[src/rtl/audio_dac_serializer.sv]
// audio_dac_serializer: takes packed stereo samples {left[31:16], right[15:0]}
// over a valid/ready handshake and shifts them out to the codec DAC.
// AUD_BCLK and AUD_DACLRCK are derived from AUDIO_CLK.
//
// Ports:
//   AUDIO_CLK     master audio clock (rising edge)
//   rst           asynchronous active-low reset
//   sample_in     {left[15:0], right[15:0]}, two's complement
//   sample_valid  sample_in is valid
//   sample_ready  holding buffer empty; transfer on valid & ready
//   AUD_BCLK      codec bit clock, AUDIO_CLK / (2*BCLK_DIV)
//   AUD_DACLRCK   frame clock, 1 = left slot, 0 = right slot
//   AUD_DACDAT    serial data, MSB first, changes on BCLK falling edge
//   underrun      one-cycle pulse when a frame starts with no sample
//   underrun_cnt  saturating underrun count
//
// Build option: define DAC_I2S_MODE_EN for Philips I2S timing. In that mode
// AUD_DACDAT lags AUD_DACLRCK by one BCLK. Without the macro the output is
// left-justified.
module audio_dac_serializer #(
  parameter int unsigned BCLK_DIV  = 6,
  parameter int unsigned SLOT_BITS = 16,
  parameter int unsigned UCNT_W    = 8
) (
  input  logic              AUDIO_CLK,
  input  logic              rst,
  input  logic [31:0]       sample_in,
  input  logic              sample_valid,
  output logic              sample_ready,
  output logic              AUD_BCLK,
  output logic              AUD_DACLRCK,
  output logic              AUD_DACDAT,
  output logic              underrun,
  output logic [UCNT_W-1:0] underrun_cnt
);

  localparam int unsigned FRAME_W = 2 * SLOT_BITS;
  localparam int unsigned DIV_W   = (BCLK_DIV > 1) ? $clog2(BCLK_DIV) : 1;
  localparam int unsigned BIT_W   = $clog2(FRAME_W);

  localparam logic [DIV_W-1:0] DIV_LAST = DIV_W'(BCLK_DIV - 1);
  localparam logic [BIT_W-1:0] BIT_LAST = BIT_W'(FRAME_W - 1);
  localparam logic [BIT_W-1:0] SLOT_LEN = BIT_W'(SLOT_BITS);

  logic [DIV_W-1:0]   div_cnt_q, div_cnt_d;
  logic               bclk_q, bclk_d;
  logic [BIT_W-1:0]   bit_cnt_q, bit_cnt_d;
  logic               lrck_q, lrck_d;
  logic               dat_q, dat_d;
  logic [FRAME_W-1:0] shift_q, shift_d;
  logic [31:0]        buf_q, buf_d;
  logic               ready_q, ready_d;
  logic               underrun_q, underrun_d;
  logic [UCNT_W-1:0]  ucnt_q, ucnt_d;
`ifdef DAC_I2S_MODE_EN
  logic               dly_q, dly_d;
`endif

  logic fall_c;
  logic load_c;
  logic xfer_c;

  // Slot layout: left, zero pad, right, zero pad.
  function automatic logic [FRAME_W-1:0] pack_frame(input logic [31:0] s);
    logic [FRAME_W-1:0] l;
    logic [FRAME_W-1:0] r;
    l = FRAME_W'(s[31:16]) << (FRAME_W - 16);
    r = FRAME_W'(s[15:0]) << (SLOT_BITS - 16);
    return l | r;
  endfunction

  // Event decode: BCLK falling edge, and the fall that wraps the frame.
  always_comb begin
    fall_c = bclk_q && (div_cnt_q == DIV_LAST);
    load_c = fall_c && (bit_cnt_q == BIT_LAST);
    xfer_c = sample_valid && ready_q;
  end

  // Next-state logic for the divider, bit counter, buffer and shifter.
  always_comb begin
    div_cnt_d  = div_cnt_q;
    bclk_d     = bclk_q;
    bit_cnt_d  = bit_cnt_q;
    lrck_d     = lrck_q;
    dat_d      = dat_q;
    shift_d    = shift_q;
    buf_d      = buf_q;
    ready_d    = ready_q;
    underrun_d = 1'b0;
    ucnt_d     = ucnt_q;
`ifdef DAC_I2S_MODE_EN
    dly_d      = dly_q;
`endif

    if (div_cnt_q == DIV_LAST) begin
      div_cnt_d = '0;
      bclk_d    = ~bclk_q;
    end else begin
      div_cnt_d = div_cnt_q + DIV_W'(1);
    end

    if (fall_c) begin
      bit_cnt_d = (bit_cnt_q == BIT_LAST) ? '0 : bit_cnt_q + BIT_W'(1);
      lrck_d    = (bit_cnt_d < SLOT_LEN);
    end

    if (load_c) begin
      if (!ready_q) begin
        // Held sample goes out; buffer frees up.
        shift_d = pack_frame(buf_q);
        ready_d = 1'b1;
      end else if (xfer_c) begin
        // Sample arriving on the load cycle bypasses the buffer.
        shift_d = pack_frame(sample_in);
      end else begin
        shift_d    = '0;
        underrun_d = 1'b1;
        if (ucnt_q != '1) begin
          ucnt_d = ucnt_q + UCNT_W'(1);
        end
      end
    end else begin
      if (fall_c) begin
        shift_d = shift_q << 1;
      end
      if (xfer_c) begin
        buf_d   = sample_in;
        ready_d = 1'b0;
      end
    end

    // Serial bit only moves on BCLK falls so it is stable on BCLK rises.
    if (fall_c) begin
`ifdef DAC_I2S_MODE_EN
      dly_d = shift_d[FRAME_W-1];
      dat_d = dly_q;
`else
      dat_d = shift_d[FRAME_W-1];
`endif
    end
  end

  // State registers.
  always_ff @(posedge AUDIO_CLK or negedge rst) begin
    if (!rst) begin
      div_cnt_q  <= '0;
      bclk_q     <= 1'b0;
      bit_cnt_q  <= BIT_LAST;
      lrck_q     <= 1'b0;
      dat_q      <= 1'b0;
      shift_q    <= '0;
      buf_q      <= '0;
      ready_q    <= 1'b1;
      underrun_q <= 1'b0;
      ucnt_q     <= '0;
`ifdef DAC_I2S_MODE_EN
      dly_q      <= 1'b0;
`endif
    end else begin
      div_cnt_q  <= div_cnt_d;
      bclk_q     <= bclk_d;
      bit_cnt_q  <= bit_cnt_d;
      lrck_q     <= lrck_d;
      dat_q      <= dat_d;
      shift_q    <= shift_d;
      buf_q      <= buf_d;
      ready_q    <= ready_d;
      underrun_q <= underrun_d;
      ucnt_q     <= ucnt_d;
`ifdef DAC_I2S_MODE_EN
      dly_q      <= dly_d;
`endif
    end
  end

  assign sample_ready = ready_q;
  assign AUD_BCLK     = bclk_q;
  assign AUD_DACLRCK  = lrck_q;
  assign AUD_DACDAT   = dat_q;
  assign underrun     = underrun_q;
  assign underrun_cnt = ucnt_q;

endmodule

[config.mk]
export PLATFORM = sky130hd
export DESIGN_NAME = audio_dac_serializer
export DESIGN_NICKNAME = d
export VERILOG_FILES = /design/src/rtl/audio_dac_serializer.sv
export SDC_FILE = /design/constraint.sdc
export NUM_CORES = 1
export LEC_CHECK = 0
export ABC_AREA = 1
export BUFFER_PORTS_ARGS = -buffer_cell sky130_fd_sc_hd__buf_2
export CORE_ASPECT_RATIO = 0.5
export CORE_MARGIN = 1.5
export CORE_UTILIZATION = 25
export DETAILED_ROUTE_END_ITERATION = 8
export PLACE_DENSITY_LB_ADDON = 0.3
export RECOVER_POWER = 50
export SLEW_MARGIN = 20
export SYNTH_ARGS = -nofsm -noshare
export SYNTH_HDL_FRONTEND = slang
export SYNTH_SLANG_ARGS = --single-unit
[constraint.sdc]
create_clock -name AUDIO_CLK -period 2 [get_ports AUDIO_CLK]
set_input_delay 0.4 -clock AUDIO_CLK [delete_from_list [all_inputs] [get_ports AUDIO_CLK]]
set_output_delay 0.4 -clock AUDIO_CLK [all_outputs]
set_load 0.02 [all_outputs]
== Yosys cells after proc, flatten, opt, wreduce, memory -nomap -nowiden ==
Cells that the tools add are included.

* Reductions and logical operators: 7
* Shift operators: 0
* Bitwise logic cells: 5
* Multipliers: 0
* Equal/unequal tests: 3
* Add/subtract/negate cells: 3
* Multiplexer cells: 11
* $lt $le $gt $ge: 1
* Divide/modulo/power cells: 0

{| class="wikitable"
|+ Operators by type and width
! cell !! count
|-
| 32-bit two-way mux || 4
|-
| 32-bit by 16-bit OR with 32-bit output || 2
|-
| 8-bit by 1-bit adder with 8-bit output, second input constant || 1
|-
| 8-bit != test, second input constant || 1
|-
| 5-bit by 1-bit adder with 5-bit output, second input constant || 1
|-
| 5-bit == test, second input constant || 1
|-
| 5-bit less-than comparator, second input constant || 1
|-
| 1-bit two-way mux || 5
|-
| 5-bit two-way mux || 1
|-
| 4-bit AND reduction || 1
|-
| 2-bit nonzero test || 2
|-
| 3-bit by 1-bit adder with 3-bit output, second input constant || 1
|-
| 3-bit == test, second input constant || 1
|-
| 1-bit logical AND || 3
|-
| 3-bit two-way mux || 1
|-
| 1-bit inverter || 3
|-
| 2-bit AND reduction || 1
|}

* Memories: 0
* Flip-flop bits (word level): 85
* RAM bits: 0
* Latch bits: 0
* Output and inout port bits: 13
* Input port bits: 35
* Bits in read-only memories: 0

== Longest topological paths before layout ==
* Word-level depth: 5
* Depth in mapped cells: 10
* Depth with buffers taken out: 9

== Worst setup path after synthesis ==
Ideal clock, no wire load.

* Path type: register -> register
* Start point: reg bit_cnt_q[0]
* End point: reg shift_q[12]
* Data arrival time: 1.715 ns
* Buffers on the path: 1
* Period minus slack after synthesis: 1.842 ns
* Library setup time: 0.127 ns
* Cell stages (with the launch flop): 11
* Data required time: 1.873 ns
* Setup slack: 0.158 ns
* Cell sequence: dfstp_2 -> ha_1 -> nand2_1 -> nor2_1 -> ha_1 -> inv_2 -> clkbuf_1 -> a21oi_1 -> nand2_1 -> o211ai_1 -> o21ai_1

* Cells in the longest elaborated chain, start to end: 3

{| class="wikitable"
|+ Ends and longest elaborated chain
! element !! RTL line !! text
|-
| start: declaration || 47 || <nowiki>logic [BIT_W-1:0] bit_cnt_q, bit_cnt_d;</nowiki>
|-
| start signal: assignment || 162 || <nowiki>bit_cnt_q <= bit_cnt_d;</nowiki>
|-
| 5-bit == test * || 75 || <nowiki>load_c = fall_c && (bit_cnt_q == BIT_LAST);</nowiki>
|-
| 1-bit logical AND * || 75 ||
|-
| 32-bit two-way mux or 2-bit nonzero test (tied branches) || n/a ||
|-
| end signal: assignment || 165 || <nowiki>shift_q <= shift_d;</nowiki>
|-
| end: declaration || 50 || <nowiki>logic [FRAME_W-1:0] shift_q, shift_d;</nowiki>
|}

Mark *: on every way between the ends. The rest lies on a longest branch, timed or not.
A chain may end at the register's enable or synchronous reset.

== Final worst setup path ==
* Start point: reg bit_cnt_q[0]
* End point: reg buf_q[22]

* Cells in the longest elaborated chain, start to end: 4

{| class="wikitable"
|+ Ends and longest elaborated chain
! element !! RTL line !! text
|-
| 5-bit == test || 75 ||
|-
| 1-bit logical AND || 75 ||
|-
| 1-bit inverter (no line) || n/a ||
|-
| 2-bit AND reduction (no line) || n/a ||
|-
| end signal: assignment || 166 || <nowiki>buf_q <= buf_d;</nowiki>
|-
| end: declaration || 51 || <nowiki>logic [31:0] buf_q, buf_d;</nowiki>
|}

No other way between the ends.

==> results by group <==
Place
  • Cell Area, Placed: roughly 4700 um2
  • HPWL Detailed: 6.28 mm
  • Port Buf Inserts: 47
  • Global placer's final weighted congestion: 0.734
  • Worst slack, placed: 58.6 ps

Global route
  • Total Routing Usage GR: ~11%
  • Largest net degree at the start of global routing: 52
  • Initial antenna violation count: 0
  • First-pass GRT wire length: 16.0 mm
  • Vias in the first global route: 3,228
  • Grt ovf: 0

Clocking
  • CTS tree: done
  • Clock root cell: clkbuf_16
  • Worst-Skew Late Latency: 330 ps
  • H-Tree Level Count: 3
  • Clk sinks: between 80 and 90
  • Inserted Clock Buffers: 9
  • Clock transition at the registers of the reported paths: 60 ps
  • CTS max path bufs: 2

Synthesis
  • Synth area leaders: dfrtp_1, nand2_1, a21oi_1
  • Mapped cell area: approximately 4200 um2
  • Post-synth EDFFs: 0
  • Cell count after synthesis: 495
  • Synth area leader: dfrtp_1
  • Syn Area/Cell: 8.56 um2
  • Most frequent cell after synthesis: nand2_1
  • FFs w/ async S/R, synth: 100%
  • Seq cells post-synth: between 80 and 90
  • Sequential-to-total area share from yosys stat: between 40% and 50%
  • Post-synth top flop: dfrtp_1
  • Top post-synthesis cells by count: nand2_1, dfrtp_1, a21oi_1
  • Post-synth cell types: 34
  • Synth warn: 0
  • Post-synth top area share: 46.1%
  • Mapped Nets: between 500 and 600

Detailed routing
  • Antenna Nets Post-Route: 0
  • Via count: 3,383
  • Routed WL per cell: 12.7 um
  • Drt pass-1 iters: 4
  • DR iter-0 viols: 173
  • # DRC: 0
  • Vias per cell: around 4.3
  • DRT Wirelength: between 9 and 10 mm

Hold path
  • Worst hold path class: in2async

Layout
  • Area Overhead vs Synth: 20.6%
  • FILL cells: ~1,700
  • N_diodes: 0
  • Share of layout cells above drive strength 1: 26.4%
  • Final core utilization: 31.0%
  • Final instance area: 5110 um2
  • Total Nets Final: slightly below 600

Worst setup path
  • CP Class: reg2reg
  • Startpoint Class: flop
  • CP Max Fanout: 12
  • CP Data Arrival Time: 2130 ps
  • Critical path data required time: 2210 ps
  • Endpoint class of the critical path: flop

STA
  • Final Setup Violations: 0
  • Slew @ Worst Pin: 1030 ps
  • Final worst clock skew: 4.77 ps
  • Fin Setup TNS: 0 ps
  • Final worst slack: 84.9 ps
  • Hold Vio Cnt, Final: 0
  • Tcrit/Tclk final: 95.8%
  • RSZ-0062 raised after global routing: true
  • Crit path time final: 1920 ps
  • Slew margin rel.: roughly a third
  • Peak Freq: 0.522 GHz
  • Max Slew Vio Count: 0

Pwr
  • Power density over the cells: 724 nW/um2
  • Clock share of power: 45.6%
  • Seq pwr share: 49.2%
  • Internal Power: 2.89 mW
  • Tot Pwr: 3.70 mW
  • Leak: 2.48 nW
  • VDD IR max: 0.000380 V
  • Combinational share of power: 5.2%
  • NetSw: 0.809 mW
  • Sw Ratio: between 20% and 30%

Die
  • Core box area: between 15,000 and 20,000 um2
  • Die W: 187 um
  • Row cnt: 33
  • Die area: 17,800 um2
  • Die height: 95.0 um
  • Ports: 48
  • Starting Density: 25.7%

Status
  • Status: completed

Run
  • Total of max-cap violations: 0
worst paths after layout:
path	startpoint	endpoint	slack, ps	cells after the start
min in group AUDIO_CLK	sample_in[24]	buf_q[24]	320	3
hold reg to reg	shift_q[7]	shift_q[7]	470	2
hold / removal	rst	shift_q[25]	240	1
setup reg to reg	bit_cnt_q[0]	buf_q[22]	80	9
max in group asynchronous	rst	buf_q[21]	560	2
setup / recovery	bit_cnt_q[0]	buf_q[22]	80	9
state kept, by name (all words and copies together) (netlist names):
| name | cells |
|---|---|
| AUD_BCLK | 1 |
| bit_cnt_q | 5 |
| underrun_cnt | 8 |
| div_cnt_q | 3 |
| AUD_DACLRCK | 1 |
| underrun | 1 |
| buf_q | 32 |
| sample_ready | 1 |
| shift_q | 31 |
| AUD_DACDAT | 1 |
logic make-up after synthesis:
kind of cell | Yosys count | share of synthesized area (%)
adders and majority gates | 3 | 0.886
and+or+nand+nor | 175 | 18.7
buffers and inverters | 81 | 9.45
AOI/OAI and AO/OA | 149 | 20.5
xor gates and xnor gates | 3 | 0.620
DFF | 84 | 49.8
power groups by stage:
stage	clock [mW]	combinational, mW	sequential (mW)
3_3_place_gp	0	0.201	1.85
5_1_grt	1.80	0.225	1.83
4_1_cts	1.74	0.209	1.82
3_5_place_dp	0	0.208	1.85
6_report	1.69	0.193	1.82
2_1_floorplan	0	0.111	1.84
what timing repair did:
| action | 4_1_cts | 5_1_grt |
|---|---|---|
| setup endpoints to repair | 0 | 58 |
| setup buffers | 0 | 3 |
| endpoints found under the hold margin | 0 | 0 |
| resized for setup | 0 | 12 |
| hold buffers | 0 | 0 |
critical path: stages (launching register included):
cell and delay [ps]:
dfstp_2 540, ha_2 200, nand2_1 70, nor2_2 80, ha_2 210, buf_4 130
nand3_4 80, buf_4 190, nand2_4 220, o21ai_2 70
placed cells by master, fill, tap and decap left out, types with 2 or more instances in the layout:
| master | instances |
|---|---|
| o21ai_1 | 4 |
| dfrtp_1 | 78 |
| buf_12 | 2 |
| nand4_1 | 2 |
| buf_6 | 2 |
| nand2_1 | 127 |
| clkbuf_8 | 2 |
| nand2_2 | 12 |
| inv_1 | 54 |
| clkbuf_16 | 9 |
| o21ai_0 | 49 |
| o21ai_2 | 31 |
| nor2_4 | 3 |
| a21oi_1 | 61 |
| nand3_1 | 13 |
| buf_4 | 13 |
| nor2_2 | 2 |
| clkbuf_2 | 3 |
| ha_2 | 2 |
| nand2_8 | 3 |
| nor2_1 | 9 |
| clkinv_2 | 2 |
| dfstp_2 | 6 |
| xor2_1 | 2 |
| buf_2 | 46 |
| nand3_4 | 2 |
area by class of cell:
class,count,area [um2],area share [%]
timing repair buffer,66,405,7.93
tap,227,284,5.56
multi-input combinational,333,1800,35.2
clock inverter,4,47.5,0.930
sequential,84,2110,41.3
inverter,55,209,4.09
clock buffer,12,256,5.02
layer usage:
metal | wire, um | global-route usage (%) | part of all wire, %
met4 | 100 | 3.56 | 1.0
met5 | 0 | 0 | 0
met2 | 4610 | 18.3 | 46
met3 | 221 | 2.32 | 2.2
met1 | 5010 | 15.2 | 50
through the flow:
step	hold WS (ps)	cells
CTS	81.0	775
global placement	437	759
floorplan	104	495
finish	239	781
global route	332	781
detailed placement	439	759
No activity file was read; power rests on OpenSTA's default activity.
